$ cat config.mk
export PLATFORM = sky130hd
export DESIGN_NAME = macc_stream_sat
export DESIGN_NICKNAME = d
export VERILOG_FILES = /design/src/rtl/macc_stream_sat.sv
export SDC_FILE = /design/constraint.sdc
export NUM_CORES = 1
export LEC_CHECK = 0
export ABC_AREA = 0
export ABC_CLOCK_PERIOD_IN_PS = 13350
export CAP_MARGIN = 20
export CORE_UTILIZATION = 30
export CTS_CLUSTER_DIAMETER = 40
export DETAILED_ROUTE_END_ITERATION = 6
export SETUP_SLACK_MARGIN = 0.15
export SLEW_MARGIN = 20
export SYNTH_ARGS = -nofsm -noshare
export SYNTH_HDL_FRONTEND = slang
export SYNTH_SLANG_ARGS = --single-unit
$ cat constraint.sdc
create_clock -name clk -period 13.35 [get_ports clk]
set_input_delay 3.3375 -clock clk [delete_from_list [all_inputs] [get_ports clk]]
set_output_delay 3.3375 -clock clk [all_outputs]
set_load 0.03 [all_outputs]
$ cat src/rtl/macc_stream_sat.sv
// Streaming signed multiply-accumulate: one dot product per framed operand stream,
// 3-stage pipeline with valid/ready handshakes and optional saturation.
module macc_stream_sat #(
  parameter int SIZEIN   = 16,
  parameter int SIZEOUT  = 40,
  parameter bit SATURATE = 1'b1
) (
  input  logic               clk,
  input  logic               rst_n,
  input  logic               ce,
  input  logic               in_valid,
  input  logic               in_first,
  input  logic               in_last,
  input  logic [SIZEIN-1:0]  a,
  input  logic [SIZEIN-1:0]  b,
  output logic               in_ready,
  input  logic               out_ready,
  output logic               out_valid,
  output logic [SIZEOUT-1:0] accum_out,
  output logic               out_ovf
);

  localparam int PW = 2 * SIZEIN;
  localparam logic signed [SIZEOUT-1:0] ACC_MAX = {1'b0, {(SIZEOUT-1){1'b1}}};
  localparam logic signed [SIZEOUT-1:0] ACC_MIN = {1'b1, {(SIZEOUT-1){1'b0}}};

  logic signed [SIZEIN-1:0]  s1_a_q, s1_a_d, s1_b_q, s1_b_d;
  logic                      s1_first_q, s1_first_d, s1_last_q, s1_last_d;
  logic                      s1_valid_q, s1_valid_d;
  logic signed [SIZEOUT-1:0] s2_prod_q, s2_prod_d;
  logic                      s2_first_q, s2_first_d, s2_last_q, s2_last_d;
  logic                      s2_valid_q, s2_valid_d;
  logic signed [SIZEOUT-1:0] acc_q, acc_d;
  logic                      ovf_frame_q, ovf_frame_d;
  logic [SIZEOUT-1:0]        accum_out_q, accum_out_d;
  logic                      out_ovf_q, out_ovf_d;
  logic                      out_valid_q, out_valid_d;

  logic                      stall_s;
  logic                      adv_s;
  logic signed [PW-1:0]      prod_s;
  logic signed [SIZEOUT-1:0] base_s;
  logic signed [SIZEOUT:0]   sum_s;
  logic                      ovf_s;
  logic signed [SIZEOUT-1:0] acc_next_s;
  logic                      ovf_frame_next_s;

  // A finished frame may not overwrite a result the consumer has not taken yet.
  assign stall_s   = out_valid_q & ~out_ready & s2_valid_q & s2_last_q;
  assign adv_s     = ce & ~stall_s & rst_n;
  assign in_ready  = adv_s;
  assign out_valid = out_valid_q;
  assign accum_out = accum_out_q;
  assign out_ovf   = out_ovf_q;

  // Next-state for pipeline stages, accumulator and output register.
  always_comb begin
    s1_a_d      = s1_a_q;
    s1_b_d      = s1_b_q;
    s1_first_d  = s1_first_q;
    s1_last_d   = s1_last_q;
    s1_valid_d  = s1_valid_q;
    s2_prod_d   = s2_prod_q;
    s2_first_d  = s2_first_q;
    s2_last_d   = s2_last_q;
    s2_valid_d  = s2_valid_q;
    acc_d       = acc_q;
    ovf_frame_d = ovf_frame_q;
    accum_out_d = accum_out_q;
    out_ovf_d   = out_ovf_q;
    out_valid_d = out_valid_q;

    prod_s = PW'(s1_a_q) * PW'(s1_b_q);
    if (s2_first_q) begin
      base_s = '0;
    end else begin
      base_s = acc_q;
    end
    sum_s = (SIZEOUT + 1)'(base_s) + (SIZEOUT + 1)'(s2_prod_q);
    ovf_s = sum_s[SIZEOUT] ^ sum_s[SIZEOUT-1];
    if (ovf_s && SATURATE) begin
      acc_next_s = sum_s[SIZEOUT] ? ACC_MIN : ACC_MAX;
    end else begin
      acc_next_s = sum_s[SIZEOUT-1:0];
    end
    ovf_frame_next_s = (s2_first_q ? 1'b0 : ovf_frame_q) | ovf_s;

    if (adv_s) begin
      s1_a_d     = a;
      s1_b_d     = b;
      s1_first_d = in_first;
      s1_last_d  = in_last;
      s1_valid_d = in_valid;
      s2_prod_d  = SIZEOUT'(prod_s);
      s2_first_d = s1_first_q;
      s2_last_d  = s1_last_q;
      s2_valid_d = s1_valid_q;
      if (s2_valid_q) begin
        acc_d       = acc_next_s;
        ovf_frame_d = ovf_frame_next_s;
        if (s2_last_q) begin
          accum_out_d = acc_next_s;
          out_ovf_d   = ovf_frame_next_s;
        end else begin
          accum_out_d = accum_out_q;
        end
      end else begin
        acc_d = acc_q;
      end
    end else begin
      s1_valid_d = s1_valid_q;
    end

    // A new result loading on the same edge as a consume keeps out_valid high.
    if (adv_s && s2_valid_q && s2_last_q) begin
      out_valid_d = 1'b1;
    end else if (out_ready) begin
      out_valid_d = 1'b0;
    end else begin
      out_valid_d = out_valid_q;
    end
  end

  // State registers with asynchronous clear.
  always_ff @(posedge clk or negedge rst_n) begin
    if (!rst_n) begin
      s1_a_q      <= '0;
      s1_b_q      <= '0;
      s1_first_q  <= 1'b0;
      s1_last_q   <= 1'b0;
      s1_valid_q  <= 1'b0;
      s2_prod_q   <= '0;
      s2_first_q  <= 1'b0;
      s2_last_q   <= 1'b0;
      s2_valid_q  <= 1'b0;
      acc_q       <= '0;
      ovf_frame_q <= 1'b0;
      accum_out_q <= '0;
      out_ovf_q   <= 1'b0;
      out_valid_q <= 1'b0;
    end else begin
      s1_a_q      <= s1_a_d;
      s1_b_q      <= s1_b_d;
      s1_first_q  <= s1_first_d;
      s1_last_q   <= s1_last_d;
      s1_valid_q  <= s1_valid_d;
      s2_prod_q   <= s2_prod_d;
      s2_first_q  <= s2_first_d;
      s2_last_q   <= s2_last_d;
      s2_valid_q  <= s2_valid_d;
      acc_q       <= acc_d;
      ovf_frame_q <= ovf_frame_d;
      accum_out_q <= accum_out_d;
      out_ovf_q   <= out_ovf_d;
      out_valid_q <= out_valid_d;
    end
  end

endmodule

==> run_results.csv, run 1 <==
group,metric,value,unit
die,die_h,248,um
logic_synthesis,synthXorXnorAreaFrac,0.0338,
die,die_w,248,um
finish,antennaDiodeCount,0,
timing,setup_viol_count_final,0,
grt,antenna_found_initial,0,
clock_tree,post_cts_resized,0,
routing,drtIter0Drc,874,
place,gp_congestion,0.902,
clock_tree,cts_hold_buf,0,
worst_setup_path,max_stage_delay,0.69,ns
finish,area_delta_synth_final,11.5,%
timing,post-route-period-util,0.634,
routing,wl,47.0,mm
logic_synthesis,synthFlopType,"dfrtp_1",
clock_tree,insertion_delay,0.46,ns
worst_setup_path,reg2reg_setup_slack,6.31,ns
clock_tree,cts_max_level,4,
worst_setup_path,cpMostUsedCell,"clkdlybuf4s50_1",
run_status,status,"finished clean",
logic_synthesis,yosysTopAreaCell,"fa_1",
die,coreArea,0.0594,sq mm
logic_synthesis,yosys_warnings,0,
routing,dr_total_vias,14000,
logic_synthesis,synthAdderAreaFrac,0.376,
timing,slew_violations,0,
worst_setup_path,critical-path-top-delay-family,"buffers and inverters",
logic_synthesis,synth_area_per_cell,8.82,sq um
worst_setup_path,rr_worst_depth,20,
grt,first_global_vias,15100,
finish,nets,2501,
routing,drc,0,
routing,vias_per_cell,4.88,
logic_synthesis,yosysTopAreaCellShare,0.290,
logic_synthesis,synth-seq-area-share,0.211,
clock_tree,cts_buffers,17,
clock_tree,cts_num_sinks,153,
die,initial_utilization,0.306,
routing,wl_per_cell,16.4,um
clock_tree,cts_tree,"done",
place,dp_hpwl,36.5,mm
logic_synthesis,synth_compound_area_frac,0.121,
timing,fin_tns_setup,0,ns
timing,rsz0062_at_grt,"false",
logic_synthesis,syn_inst,2057,
grt,grt_overflow,0,
worst_setup_path,required,10.01,ns
timing,relSlewSlack,0.272,
logic_synthesis,yosys-mux-area-fraction,0.00483,
worst_setup_path,crit_path_start_kind,"input port",
worst_setup_path,crit_chain,"clkdlybuf4s50_1, nand4b_1, nand3_4, inv_2, clkdlybuf4s50_1",
worst_hold_path,hold_path_depth,2,
timing,tightest_slew,1.09,ns
logic_synthesis,synth_edf_count,0,
finish,drive_gt1_frac,0.0297,
routing,drtAntennaViolNets,0,
timing,clock.fmax,118,MHz
logic_synthesis,syn-cell-area,0.0182,sq mm
worst_setup_path,crit_path_end_kind,"output pin",
worst_hold_path,hold_class,"flop to flop",
worst_setup_path,crit_type,"input port to output pin",
worst_setup_path,crit_path_top_delay_cell,"clkdlybuf4s50_1",
grt,grt_max_degree,91,
worst_setup_path,cp_max_fo,5,
flow_run,max-cap-violations,0,
clock_tree,cts_root_buf,"clkbuf_16",
finish,fillers,6083,
logic_synthesis,synth-seq-cells,153,
routing,first_pass_iters,5,
timing,skew,0.0124,ns
worst_setup_path,cp_num_buf_inv,3,
logic_synthesis,synth-simple-area-share,0.171,
grt,grt_usage,0.164,
die,die_area,0.0615,sq mm
die,ios,82,
logic_synthesis,synth_nets,2481,
place,port_buffers,81,
timing,hold_viol,0,
timing,layout_min_cycle_time,8.46,ns
worst_setup_path,cp_num_cells,5,
grt,grt_pass1_wl,79.8,mm
logic_synthesis,ys_top_cells_by_area,"fa_1, dfrtp_1, ha_1",
logic_synthesis,synth_top_family_by_area,"adder cells",
die,row_count,89,
worst_setup_path,cp.arrival,5.13,ns
clock_tree,clk_path_buf_depth,2,
logic_synthesis,synth-async-reset-ratio,1.00,
clock_tree,post_cts_buffers,0,
clock_tree,path_clk_slew,0.07,ns
logic_synthesis,synth.distinct_cells,57,
cell usage after synthesis (15+ instances only):
master / instances
dfrtp_1: 153
fa_1: 263
xnor2_1: 48
and2_1: 129
o21bai_1: 15
nor2b_1: 41
nor2_1: 65
o21ai_0: 124
nand2_1: 368
a21o_1: 34
clkbuf_1: 80
nand3_1: 18
inv_1: 299
ha_1: 122
a21oi_1: 127
xor2_1: 22
worst min-delay path: stages, from the launching register on:
cell	delay (ns)
dfrtp_1	0.34
nand2_1	0.05
nand2_1	0.05
per-layer routing:
metal,GRT usage,share of wire
met5,0,0
met4,0.0406,0.017
met3,0.0208,0.039
met2,0.288,0.50
met1,0.213,0.45
through the flow:
stage / instance area (sq um) / instances / setup WS [ns] / util / hold WS (ns)
after floorplan: 18200 / 2057 / 5.86 / - / 0.439
after global placement: 19700 / 2830 / 4.90 / 0.331 / 0.453
after detailed placement: 19700 / 2831 / 4.94 / 0.331 / 0.458
after CTS: 20200 / 2863 / 4.91 / 0.341 / 0.473
after global routing: 20200 / 2863 / 4.81 / 0.341 / 0.501
final: 20200 / 2863 / 4.89 / 0.341 / 0.468
cell families (layout without fill, tap and decap cells):
| kind of cell | count (synthesis) | in the layout |
|---|---|---|
| buffers and inverters | 392 | 425 |
| muxes | 8 | 8 |
| DFF | 153 | 153 |
| AOI/OAI and AO/OA | 374 | 374 |
| xor gates and xnor gates | 70 | 70 |
| adders and majority gates | 388 | 388 |
| and+or+nand+nor | 672 | 672 |
final timing paths:
path / startpoint / end
setup / recovery: out_ready / in_ready
hold / removal: s1_last_q / s2_last_q
setup reg to reg: s1_b_q[2] / s2_prod_q[31]
hold reg to reg: s1_last_q / s2_last_q
max in group asynchronous: rst_n / s1_b_q[9]
min in group asynchronous: rst_n / accum_out[6]
layout make-up:
class                      count  area (sq um)  share of cell area
multi-input combinational   1512         12800               0.635
sequential                   153          3830               0.189
inverter                     299          1120              0.0555
tap                          773           967              0.0478
timing repair buffer          94           910              0.0449
clock buffer                  20           457              0.0226
clock inverter                12           106             0.00525
flip-flops by register name, summed over array words and instances, names as in the netlist:
name         count
acc_q           40
accum_out       40
out_ovf          1
out_valid        1
ovf_frame_q      1
s1_a_q          16
s1_b_q          16
s1_first_q       1
s1_last_q        1
s1_valid_q       1
s2_first_q       1
s2_last_q        1
s2_prod_q       32
s2_valid_q       1
placed cells by master, fill, tap and decap left out, types with 34 or more instances in the layout:
master	Yosys	final
nor2_1	65	65
o21ai_0	124	124
fa_1	263	263
ha_1	122	122
xnor2_1	48	48
dfrtp_1	153	153
nor2b_1	41	41
nand2_1	368	368
a21o_1	34	34
clkdlybuf4s50_1	0	80
inv_1	299	298
a21oi_1	127	127
and2_1	129	129
Power of run 1 is left out: the tool's default activity adds up to more than one toggle a clock period on the data nets, which glitch-free logic cannot reach.
==> run 2, diff against run 1 <==
Settings changed: ABC_CLOCK_PERIOD_IN_PS 13350 to 8400.
Clock period 13.35 ns to 8.4 ns, I/O delays scaled along.
==> run_results.csv, run 2 (same netlist as run 1, synthesis figures left out) <==
group,metric,value,unit
worst_hold_path,hold_class,"flop to flop",
worst_setup_path,max_stage_delay,0.93,ns
timing,post-route-period-util,0.828,
place,port_buffers,81,
finish,drive_gt1_frac,0.0316,
timing,hold_viol,0,
clock_tree,cts_max_level,4,
worst_setup_path,cp.arrival,7.28,ns
routing,wl_met2,22.6,mm
grt,grt_overflow,0,
finish,area_delta_synth_final,11.8,%
timing,layout_min_cycle_time,6.96,ns
timing,slew_violations,0,
place,gp_congestion,0.903,
timing,skew,0.0199,ns
worst_setup_path,crit_chain,"nand2_1, inv_1, fa_1, fa_1, fa_1, fa_1, fa_1, inv_1, fa_1, inv_1, ha_1, a21o_1, a21o_1, a21oi_1, o211ai_1, a21oi_1, o211ai_1, a31oi_1, xnor2_1, o21ai_0",
clock_tree,insertion_delay,0.50,ns
die,coreArea,0.0594,sq mm
clock_tree,cts_buffers,17,
finish,nets,2501,
routing,wl_per_cell,16.3,um
timing,tightest_slew,1.04,ns
grt,antenna_found_initial,1,
clock_tree,clk_path_buf_depth,2,
routing,dr_total_vias,13800,
worst_setup_path,cp_max_fo,17,
clock_tree,cts_num_sinks,153,
clock_tree,cts_hold_buf,0,
clock_tree,path_clk_slew,0.08,ns
grt,grt_max_degree,94,
finish,final_area,0.0203,sq mm
timing,fin_tns_setup,0,ns
die,die_h,248,um
finish,layout_common_cells,"nand2_1, inv_1, fa_1",
routing,topRoutingLayerUsed,"met4",
grt,grt_pass1_wl,78.1,mm
routing,met1_length,21.2,mm
clock_tree,post_cts_buffers,0,
worst_setup_path,required,8.72,ns
clock_tree,post_cts_resized,0,
grt,grt_usage,0.163,
place,place_area,0.0197,sq mm
worst_setup_path,cpMostUsedCell,"fa_1",
clock_tree,cts_root_buf,"clkbuf_16",
die,row_count,89,
routing,drc,0,
grt,first_global_vias,14800,
finish,final_core_util,0.342,
worst_setup_path,crit_path_top_delay_cell,"fa_1",
flow_run,max-cap-violations,0,
run_status,status,"finished clean",
clock_tree,cts_tree,"done",
timing,rsz0062_at_grt,"false",
routing,wl,46.5,mm
routing,drtIter0Drc,739,
timing,setup_viol_count_final,0,
die,die_area,0.0615,sq mm
timing,relSlewSlack,0.308,
worst_setup_path,crit_type,"flop to flop",
worst_setup_path,crit_path_start_kind,"flop",
finish,antennaDiodeCount,0,
routing,vias_per_cell,4.82,
routing,first_pass_iters,4,
die,die_w,248,um
routing,route.met3.wl,1.61,mm
timing,clock.fmax,144,MHz
die,initial_utilization,0.306,
routing,drtAntennaViolNets,0,
worst_setup_path,crit_path_end_kind,"flop",
place,dp_hpwl,36.8,mm
finish,layout_commonest_cell,"nand2_1",
die,ios,82,
[run 2: changes by cell type in the layout (fill, tap and decap cells not counted), sizes merged]
cell	delta
clkinv	+2
inv	+1
clkbuf	-3
[run 2: routing by layer]
metal	vias up	GRT usage
li1	6528	-
met1	6950	0.211
met2	269	0.276
met3	64	0.0254
met4	0	0.0523
met5	-	0
[run 2: worst paths after layout]
path,start,to,slack [ns],cells after the start
setup reg to reg,s1_b_q[1],s2_prod_q[31],1.44,20
hold reg to reg,acc_q[33],acc_q[33],0.48,2
setup / recovery,s1_b_q[1],s2_prod_q[31],1.44,20
hold / removal,acc_q[33],acc_q[33],0.48,2
min in group asynchronous,rst_n,accum_out[6],1.52,1
max in group asynchronous,rst_n,s2_prod_q[30],5.58,2
[run 2: critical path, delay by kind of cell, from the launching register on]
family | cells | cell delay [ns]
compound gates | 8 | 1.64
xor+xnor | 1 | 0.15
fa+ha+maj | 7 | 3.81
buf+inv | 3 | 0.25
flops | 1 | 0.74
simple gates | 1 | 0.19
[run 2: layout make-up]
class | instances | area (sq um)
repair buffers | 94 | 910
clock buffers | 17 | 425
multi-input cells | 1512 | 12900
well taps | 773 | 967
flip-flops and latches | 153 | 3830
fillers | 6096 | 39100
inverters | 299 | 1120
clock inverters | 15 | 173
[run 2: per-stage QoR]
stage                     hold slack [ns]  std cells  setup slack, ns
final                               0.476       2863             1.44
after CTS                           0.481       2863             1.54
after floorplan                     0.439       2057             2.30
after detailed placement            0.460       2831             1.60
after global routing                0.498       2863             1.05
after global placement              0.457       2831             1.54
Power of run 2 is left out for the same reason.
==> run 3, diff against run 2 <==
Settings changed: ABC_CLOCK_PERIOD_IN_PS 8400 to 6340.
Clock period 8.4 ns to 6.34 ns, I/O delays scaled along.
==> run_results.csv, run 3 (same netlist as run 1, synthesis figures left out) <==
group,metric,value,unit
run_status,status,"finished clean",
timing,clock.fmax,166,MHz
grt,grt_max_degree,94,
routing,dr_total_vias,14100,
finish,fillers,6102,
clock_tree,cts_buffers,17,
worst_setup_path,cp_max_fo,7,
finish,layout_commonest_cell,"nand2_1",
flow_run,max-cap-violations,0,
timing,fin_tns_setup,0,ns
finish,area_delta_synth_final,14.5,%
die,coreArea,0.0594,sq mm
die,initial_utilization,0.306,
timing,rsz0062_at_grt,"true",
worst_setup_path,max_stage_delay,0.54,ns
timing,slew_violations,0,
routing,first_pass_iters,7,
die,ios,82,
timing,relSlewSlack,0.351,
worst_setup_path,crit_path_end_kind,"flop",
grt,grt_pass1_wl,79.5,mm
clock_tree,clk_path_buf_depth,2,
grt,grt_overflow,0,
finish,nets,2559,
finish,final_area,0.0208,sq mm
timing,setup_slack,0.319,ns
place,dp_hpwl,38.2,mm
routing,drtIter0Drc,672,
worst_setup_path,cp_num_buf_inv,7,
die,row_count,89,
routing,wl,47.4,mm
worst_setup_path,crit_chain,"buf_12, and2_1, fa_1, inv_1, fa_1, fa_1, inv_1, fa_1, fa_1, inv_1, fa_1, inv_1, ha_1, buf_4, a21o_1, a21o_1, a21oi_2, o21a_2, buf_4, o31ai_1, a21oi_1, xor2_1, o21ai_0",
clock_tree,cts_hold_buf,0,
worst_setup_path,crit_path_top_delay_cell,"dfrtp_4",
grt,first_global_vias,15100,
timing,skew,0.0166,ns
worst_hold_path,hold_class,"flop to flop",
worst_setup_path,crit_type,"flop to flop",
timing,layout_min_cycle_time,6.02,ns
routing,drc,0,
clock_tree,cts_num_sinks,153,
die,die_area,0.0615,sq mm
clock_tree,path_clk_slew,0.07,ns
worst_setup_path,required,6.65,ns
place,port_buffers,81,
worst_setup_path,cp.arrival,6.33,ns
clock_tree,cts_tree,"done",
finish,layout_common_cells,"nand2_1, inv_1, fa_1",
timing,hold_viol,0,
routing,drtAntennaViolNets,0,
timing,post-route-period-util,0.950,
die,die_h,248,um
routing,wl_per_cell,16.2,um
worst_setup_path,cpMostUsedCell,"fa_1",
place,pre_cts_slack,-0.0107,ns
grt,grt_usage,0.165,
clock_tree,insertion_delay,0.48,ns
routing,vias_per_cell,4.81,
place,place_area,0.0201,sq mm
worst_setup_path,critical-path-top-delay-family,"adder cells",
worst_setup_path,reg2reg_setup_slack,0.32,ns
die,die_w,248,um
timing,setup_viol_count_final,0,
place,gp_congestion,0.866,
clock_tree,cts_max_level,4,
clock_tree,cts_root_buf,"clkbuf_16",
grt,antenna_found_initial,0,
finish,drive_gt1_frac,0.0736,
timing,tightest_slew,0.974,ns
finish,antennaDiodeCount,0,
worst_setup_path,crit_path_start_kind,"flop",
run 3: changes by cell type in the layout (fill, tap and decap cells not counted), sizes merged:
cell,delta
clkinvlp,+3
clkdlybuf4s50,-1
buf,+59
inv,-2
clkbuf,+2
clkinv,-3
run 3: worst paths after layout:
check,startpoint,endpoint,cells after the start
max,s1_b_q[4],s2_prod_q[26],23
min,accum_out[36],accum_out[36],2
max reg2reg,s1_b_q[4],s2_prod_q[26],23
min reg2reg,accum_out[36],accum_out[36],2
max in group asynchronous,rst_n,accum_out[26],3
min in group asynchronous,rst_n,accum_out[7],1
run 3: area by class of cell:
cell class / instances / area (sq um) / share of cell area
multi-input combinational: 1512 / 12900 / 0.623
sequential: 153 / 3850 / 0.185
timing repair buffer: 152 / 1360 / 0.0652
inverter: 299 / 1120 / 0.0540
tap: 773 / 967 / 0.0465
clock buffer: 19 / 433 / 0.0208
clock inverter: 13 / 110 / 0.00530
run 3: tightest hold or removal path, stage by stage (launching register included):
cell and delay (ns):
dfrtp_1 0.34, nand2_1 0.04, o21ai_0 0.05
run 3: metal layers:
layer  vias up  global-route usage  routed length (um)
li1       6640                   -                   -
met1      7059               0.218               21800
met2       306               0.277               22900
met3        55              0.0215                1700
met4         0              0.0534                1030
met5         -                   0                   0
run 3: stage by stage:
step	hold slack [ns]	util	std cells
after floorplan	0.439	-	2057
after global placement	0.458	0.338	2882
after detailed placement	0.463	0.338	2882
after CTS	0.480	0.347	2914
after global routing	0.505	0.350	2921
final	0.474	0.350	2921
run 3: what timing repair did:
| item | 4_1_cts | 5_1_grt |
|---|---|---|
| cloned | 0 | 0 |
| buffers inserted | 0 | 7 |
| setup endpoints to repair | 10 | 13 |
| gates resized for setup | 7 | 39 |
| pin swaps | 0 | 12 |
Power of run 3 is left out for the same reason.
